$ cat src/rtl/axis_deserializer.sv
// Packs NO_CHANNELS consecutive narrow AXI-Stream beats into one wide word.
// A beat with TLAST closes the word early; unused upper slots read as zero.
module axis_deserializer #(
  parameter int unsigned AXIS_WIDTH  = 32,
  parameter int unsigned NO_CHANNELS = 4
) (
  input  logic                               clk,
  input  logic                               resetn,
  output logic                               S_AXIS_TREADY,
  input  logic                               S_AXIS_TVALID,
  input  logic                               S_AXIS_TLAST,
  input  logic [AXIS_WIDTH-1:0]              S_AXIS_TDATA,
  input  logic                               M_AXIS_TREADY,
  output logic                               M_AXIS_TVALID,
  output logic                               M_AXIS_TLAST,
  output logic [AXIS_WIDTH*NO_CHANNELS-1:0]  M_AXIS_TDATA,
  output logic                               short_frame
);

  localparam int unsigned CHAN_W = $clog2(NO_CHANNELS);
  localparam int unsigned WORD_W = AXIS_WIDTH * NO_CHANNELS;
  localparam int unsigned BUF_W  = AXIS_WIDTH * (NO_CHANNELS - 1);
  localparam logic [CHAN_W-1:0] LAST_CHAN = CHAN_W'(NO_CHANNELS - 1);

  logic [CHAN_W-1:0] chan_q, chan_d;
  logic [BUF_W-1:0]  buf_q, buf_d;
  logic [WORD_W-1:0] data_q, data_d;
  logic              valid_q, valid_d;
  logic              last_q, last_d;
  logic              short_q, short_d;

  logic              ready_c;
  logic              beat_c;
  logic              complete_c;
  logic [WORD_W-1:0] word_c;

  // Upstream may advance whenever the output register is empty or being drained.
  assign ready_c       = !valid_q || M_AXIS_TREADY;
  assign beat_c        = S_AXIS_TVALID && ready_c;
  assign complete_c    = beat_c && ((chan_q == LAST_CHAN) || S_AXIS_TLAST);
  assign S_AXIS_TREADY = ready_c;

  assign M_AXIS_TVALID = valid_q;
  assign M_AXIS_TLAST  = last_q;
  assign M_AXIS_TDATA  = data_q;
  assign short_frame   = short_q;

  // Stored slots already sit below chan and everything above is zero, so the
  // incoming beat only has to be dropped into slot chan.
  always_comb begin
    word_c = WORD_W'(buf_q);
    for (int unsigned k = 0; k < NO_CHANNELS; k++) begin
      if (CHAN_W'(k) == chan_q) begin
        word_c[k*AXIS_WIDTH +: AXIS_WIDTH] = S_AXIS_TDATA;
      end
    end
  end

  always_comb begin
    chan_d  = chan_q;
    buf_d   = buf_q;
    data_d  = data_q;
    last_d  = last_q;
    valid_d = valid_q && !M_AXIS_TREADY;
    short_d = 1'b0;

    if (complete_c) begin
      data_d  = word_c;
      last_d  = S_AXIS_TLAST;
      valid_d = 1'b1;
      short_d = S_AXIS_TLAST && (chan_q != LAST_CHAN);
      chan_d  = '0;
      buf_d   = '0;
    end else if (beat_c) begin
      for (int unsigned k = 0; k < NO_CHANNELS - 1; k++) begin
        if (CHAN_W'(k) == chan_q) begin
          buf_d[k*AXIS_WIDTH +: AXIS_WIDTH] = S_AXIS_TDATA;
        end
      end
      chan_d = chan_q + CHAN_W'(1);
    end
  end

  always_ff @(posedge clk or negedge resetn) begin
    if (!resetn) begin
      chan_q  <= '0;
      buf_q   <= '0;
      data_q  <= '0;
      valid_q <= 1'b0;
      last_q  <= 1'b0;
      short_q <= 1'b0;
    end else begin
      chan_q  <= chan_d;
      buf_q   <= buf_d;
      data_q  <= data_d;
      valid_q <= valid_d;
      last_q  <= last_d;
      short_q <= short_d;
    end
  end

endmodule
$ cat config.mk
export PLATFORM = sky130hd
export DESIGN_NAME = axis_deserializer
export DESIGN_NICKNAME = d
export VERILOG_FILES = /design/src/rtl/axis_deserializer.sv
export SDC_FILE = /design/constraint.sdc
export NUM_CORES = 1
export LEC_CHECK = 0
export BUFFER_PORTS_ARGS = -buffer_cell sky130_fd_sc_hd__buf_4
export CELL_PAD_IN_SITES_DETAIL_PLACEMENT = 0
export CELL_PAD_IN_SITES_GLOBAL_PLACEMENT = 2
export CORE_MARGIN = 2
export CORE_UTILIZATION = 42
export CTS_CLUSTER_DIAMETER = 80
export DETAILED_ROUTE_END_ITERATION = 6
export PLACE_DENSITY_LB_ADDON = 0.1
export REMOVE_ABC_BUFFERS = 1
export SLEW_MARGIN = 20
export SYNTH_ARGS = -nofsm -noshare
export SYNTH_HDL_FRONTEND = slang
export SYNTH_SLANG_ARGS = --single-unit
$ cat constraint.sdc
create_clock -name clk -period 4.7 [get_ports clk]
set_clock_uncertainty 0.15 [all_clocks]
set_input_delay 1.175 -clock clk [delete_from_list [all_inputs] [get_ports clk]]
set_output_delay 1.175 -clock clk [all_outputs]
set_load 0.01 [all_outputs]
==> flow_summary.toml, run 1 <==
[sta]
worst_slew_pin_slew_ns = 0.825
period_share_pct = 70.9
finalCriticalPeriod_ns = 3.33
rsz0062_at_grt = "no"
max_freq_mhz = 300
hold_violations = 0
setup_viol = 0
fin_setup_tns_ns = 0
report.final.slew_viol_count = 0
maxSlewHeadroom_pct = 45.0

[worst_setup_path]
rrSetupSlack_ns = 2.02
cp.arrival_ns = 2.01
end_kind = "output port"
crit_type = "input pin to output port"
path_cells = "buf_4 > nor2b_2 > inv_2 > buf_4"
slowest_stage = "nor2b_2"
crit_path_start_kind = "input pin"
cp_max_fo = 9
critPathMaxStageDelay_ns = 0.32
cp_num_buf_inv = 3
cpMostUsedCell = "buf_4"
cp.required_ns = 3.38
rr_startpoint = "chan_q[0]$_DFFE_PN0P_"
r2r-end = "buf_q[2]$_DFFE_PN0P_"
reg2reg_depth = 6
cp_top_family = "buffers and inverters"

[synthesis]
ys_seq_elements = 229
yosys_warnings = 0
ys_seq_area_share_pct = 60.5
synth_area_sq_um = 9470
yosys.area.top_type = "dfrtp_1"
synth.area.top_cells = "dfrtp_1 (60%), mux2_1 (14%), a22o_1 (12%)"
synth_area_per_cell_sq_um = 15.2
ys_types = 22
yosysTopAreaCellShare_pct = 60.5
syn-instance-count = 625

[detailed_routing]
avgViaCountPerCell = 5.54
firstDrtPassIters = 4
drt-total-wl_mm = 23.5
drcViolationCount = 0
ant_nets = 0
first_iter_violations = 255
vias = 5997
wire_per_inst_um = 21.7

[clocking]
numClockSinks = 229
path_clk_slew_ns = 0.06
cts_resized = 0
clockRootBuffer = "clkbuf_16"
cts_tree = "done"
cts_made_buffers = 25
clkLatencyLatePin_ns = 0.50
cts.htree.levels = 1
clk_path_buf_depth = 3
cts_hold_buf = 0
post_cts_buffers = 0

[floorplanning]
die-area_sq_um = 23800
die_h_um = 154
boundaryPins = 169
core_area_sq_um = 22000
num_rows = 54
start_util_pct = 43.1
die_w_um = 154

[cells_and_area]
seqCellArea_sq_um = 5730
fin_util_pct = 54.2
drive_gt1_share_pct = 39.2
final_cell_count_no_fill = 1082
multi_input_area_sq_um = 3590
fin_nets = 826
syn2layout_area_growth_pct = 25.6
fill_cells = 1825
num_antenna_cells = 0

[worst_hold_path]
min_to = "M_AXIS_TLAST$_DFFE_PN0P_"
hold_depth = 1
hp-class = "register to register"
min_from = "M_AXIS_TLAST$_DFFE_PN0P_"

[placed_design]
portBuffers = 168
dp_hpwl_mm = 13.8
placedCellCount = 1038
gp_congestion = 0.715

[power]
power_leakage_nw = 6.00
peakVddDrop_mv = 0.314
power_density_nw_per_um2 = 626

[global_route]
grt_pass1_wl_mm = 37.8
grt.total_usage_pct = 19.9
grt_start_max_net_pins = 96
grt_pass1_vias = 6454
overflow = 0
antenna_found_initial = 0

[job]
max-cap-violations = 0

[status]
outcome = "finished, final reports clean"
==> cells in the final DEF, fill, tap and decap left out, types with 3 or more instances in the layout <==
cell and count:
buf_4 179, a22o_1 128, ha_2 3, mux2_2 79
mux2_1 114, clkbuf_16 25, clkbuf_8 8, dfrtp_1 229
nand2_1 3, nor4b_4 3, clkbuf_1 4, clkinv_2 5
o311ai_4 3
==> cell families (layout without fill, tap and decap cells) <==
group                      after synthesis  count (layout)  share of synthesized area (%)
adders and majority gates                4               4                          0.528
AOI/OAI and AO/OA                      132             132                           12.2
buffers and inverters                   52             229                           2.50
and+or+nand+nor                         14              14                           1.22
DFF                                    229             229                           60.5
muxes                                  194             194                           23.0
==> metal layers <==
| layer | GRT usage (%) | vias to the layer above | share of wire, % |
|---|---|---|---|
| met5 | 0 | - | 0 |
| met4 | 3.56 | 0 | 1.5 |
| met3 | 4.15 | 29 | 4.9 |
| met2 | 33.1 | 126 | 48 |
| met1 | 27.4 | 3175 | 45 |
| li1 | - | 2667 | - |
==> synth_stat cells <==
cell / count
buf_2: 24
a22o_1: 128
inv_1: 2
nand2b_1: 1
nor2_1: 2
nor4b_2: 3
nand2_1: 3
and3_1: 1
mux2i_1: 1
mux2_1: 114
nor3_1: 1
buf_4: 3
dfrtp_1: 229
clkbuf_1: 22
o311ai_1: 3
nand3b_4: 1
mux2_2: 79
nand3_1: 1
inv_2: 1
ha_1: 4
a21bo_1: 1
nor2b_2: 1
==> registers in the layout, indices dropped and copies added, names as in the netlist <==
register	flops
M_AXIS_TLAST	1
M_AXIS_TVALID	1
buf_q	96
chan_q	2
short_frame	1
M_AXIS_TDATA	128
==> where the power goes <==
group / internal (mW) / total, mW / leakage, nW / switching [mW]
registers: 2.62 / 3.01 / 3.06 / 0.388
logic: 1.37 / 2.51 / 2.53 / 1.14
clock network: 1.15 / 1.93 / 0.409 / 0.773
==> area by class of cell <==
class	instances	share of cell area, %
Sequential cell	229	48.2
Inverter	3	0.0946
Multi-Input combinational cell	344	30.2
Clock buffer	37	6.31
Timing Repair Buffer	182	11.8
Clock inverter	7	0.536
Tap cell	280	2.94
==> worst register-to-register path, cell delays in order (launching register included) <==
cell	delay, ns
dfrtp_1	0.42
inv_1	0.10
ha_2	0.42
buf_4	0.48
nor4b_4	0.31
buf_4	0.48
a22o_1	0.26
==> how the worst max path moves through the flow <==
stage | slack [ns] | depth (start not counted) | end | startpoint
floorplan | 1.11 | 2 | buf_q[0]$_DFFE_PN0P_ | S_AXIS_TLAST
global route | 1.33 | 4 | S_AXIS_TREADY | M_AXIS_TREADY
detailed placement | 1.24 | 6 | M_AXIS_TDATA[73]$_DFFE_PN0P_ | M_AXIS_TREADY
CTS | 1.36 | 4 | S_AXIS_TREADY | M_AXIS_TREADY
global placement | 1.32 | 6 | M_AXIS_TDATA[38]$_DFFE_PN0P_ | M_AXIS_TREADY
finish | 1.37 | 4 | S_AXIS_TREADY | M_AXIS_TREADY
==> stage by stage <==
step	hold slack (ns)	power, mW	setup WS [ns]	cell area [sq um]
6_report	0.342	7.45	1.37	11900
3_3_place_gp	0.320	5.53	1.32	11100
4_1_cts	0.346	7.56	1.36	11900
3_5_place_dp	0.326	5.60	1.24	11100
2_1_floorplan	0.309	4.29	1.11	9250
5_1_grt	0.351	7.88	1.33	11900
Note: power is estimated with default switching activity, not from simulation.
==> inputs of run 2 (changes only) <==
- CORE_UTILIZATION: 42 -> 39
- clock period: 4.7 -> 3.15 ns (I/O delays scaled with it)
==> run 2 against run 1 <==
Via count is 1.3% higher. Sequential cell count stayed put. Critical path type is now register to output port. Critical path depth is 1 lower. Largest power group unchanged. First-iteration DRC count is 2.7% lower. Core utilization is 4.1 points lower. Final area is 1.5% higher.
==> flow_summary.toml, run 2 (synthesis results as in run 1) <==
[sta]
worst_slew_pin_slew_ns = 0.916
finalCriticalPeriod_ns = 2.57
whs_ns = 0.0871
hold_violations = 0
period_share_pct = 81.6
rsz0062_at_grt = "no"
report.final.slew_viol_count = 0
setup_slack_ns = 0.579
max_freq_mhz = 389
setup_viol = 0
maxSlewHeadroom_pct = 38.8

[cells_and_area]
layout_common_cells = "dfrtp_1 (229), buf_4 (177), a22o_1 (128), mux2_1 (114), mux2_2 (79)"
drive_gt1_share_pct = 39.4
mostFrequentLayoutCell = "dfrtp_1"
final_cell_count_no_fill = 1133
largest_reg_flops = 128
num_antenna_cells = 0
fin_nets = 831
syn2layout_area_growth_pct = 27.4
fin_util_pct = 50.1

[global_route]
antenna_found_initial = 0
overflow = 0
grt_pass1_vias = 6572
grt_start_max_net_pins = 74
grt_pass1_wl_mm = 39.0
grt.total_usage_pct = 19.2

[clocking]
post_cts_buffers = 0
numClockSinks = 229
clkLatencyLatePin_ns = 0.52
clockRootBuffer = "clkbuf_16"
cts_hold_buf = 0
cts.htree.levels = 1
cts_tree = "done"
path_clk_slew_ns = 0.06
cts_resized = 0
cts_made_buffers = 26
clk_path_buf_depth = 3

[detailed_routing]
avgViaCountPerCell = 5.36
ant_nets = 0
drt-total-wl_mm = 24.5
firstDrtPassIters = 4
vias = 6076
wire_per_inst_um = 21.7
first_iter_violations = 248
drcViolationCount = 0

[floorplanning]
start_util_pct = 39.3
boundaryPins = 169
die-area_sq_um = 25600
core_area_sq_um = 24100
die_h_um = 160
die_w_um = 160
num_rows = 57

[worst_setup_path]
crit_type = "register to output port"
cp_max_fo = 9
cp.required_ns = 2.21
cp.arrival_ns = 1.63
crit_path_start_kind = "register"
end_kind = "output port"

[power]
peakVddDrop_mv = 0.401
power_density_nw_per_um2 = 932
power_leakage_nw = 6.05

[placed_design]
portBuffers = 168
gp_congestion = 0.762
placedCellCount = 1086
pre_cts_slack_ns = 0.487
dp_hpwl_mm = 14.9

[job]
max-cap-violations = 0

[status]
outcome = "finished, final reports clean"

[worst_hold_path]
hp-class = "input pin to async pin"
==> run 2: cell count changes in the layout (fill, tap and decap cells not counted), moves of 2 or more <==
| cell | delta |
|---|---|
| clkbuf_1 | +2 |
| clkbuf_16 | +2 |
| clkbuf_8 | -2 |
| buf_12 | +6 |
| buf_4 | -2 |
==> run 2: routing by layer <==
layer | global-route usage [%] | vias to the layer above | wire length, um
li1 | - | 2694 | -
met1 | 27.1 | 3163 | 11200
met2 | 30.5 | 179 | 11400
met3 | 3.58 | 40 | 1420
met4 | 5.45 | 0 | 525
met5 | 0 | - | 0
==> run 2: report_power, final <==
group | total (mW) | switching [mW] | internal, mW
Combinational | 3.82 | 1.72 | 2.10
Sequential | 4.52 | 0.607 | 3.91
Clock | 2.90 | 1.20 | 1.71
Total | 11.2 | 3.52 | 7.72
==> run 2: worst paths after layout <==
| path | cells past startpoint | slack (ns) | start | to |
|---|---|---|---|---|
| max | 3 | 0.58 | M_AXIS_TVALID$_DFF_PN0_ | S_AXIS_TREADY |
| min | 1 | 0.09 | resetn | M_AXIS_TDATA[104]$_DFFE_PN0P_ |
| max reg2reg | 5 | 0.76 | chan_q[0]$_DFFE_PN0P_ | buf_q[75]$_DFFE_PN0P_ |
| min reg2reg | 1 | 0.34 | M_AXIS_TLAST$_DFFE_PN0P_ | M_AXIS_TLAST$_DFFE_PN0P_ |
| max in group asynchronous | 2 | 1.97 | resetn | M_AXIS_TDATA[50]$_DFFE_PN0P_ |
| min in group clk | 1 | 0.34 | M_AXIS_TLAST$_DFFE_PN0P_ | M_AXIS_TLAST$_DFFE_PN0P_ |
==> run 2: final cells by class <==
type | instances | area, sq um
Inverter | 3 | 11.3
Tap cell | 324 | 405
Timing Repair Buffer | 186 | 1500
Fill cell | 2126 | 12000
Sequential cell | 229 | 5730
Multi-Input combinational cell | 344 | 3590
Clock buffer | 39 | 781
Clock inverter | 8 | 46.3
==> run 2: critical path: stages (launching register included) <==
cell     delay, ns
dfrtp_1       0.34
nor2b_2       0.37
inv_2         0.21
buf_4         0.19
==> run 2: through the flow <==
step                setup TNS [ns]  power [mW]  area (sq um)
finish                           0        11.2         12100
global route                     0        11.9         12100
CTS                              0        11.4         12100
detailed placement               0        8.45         11200
global placement                 0        8.35         11200
floorplan                   -37.88        6.40          9250
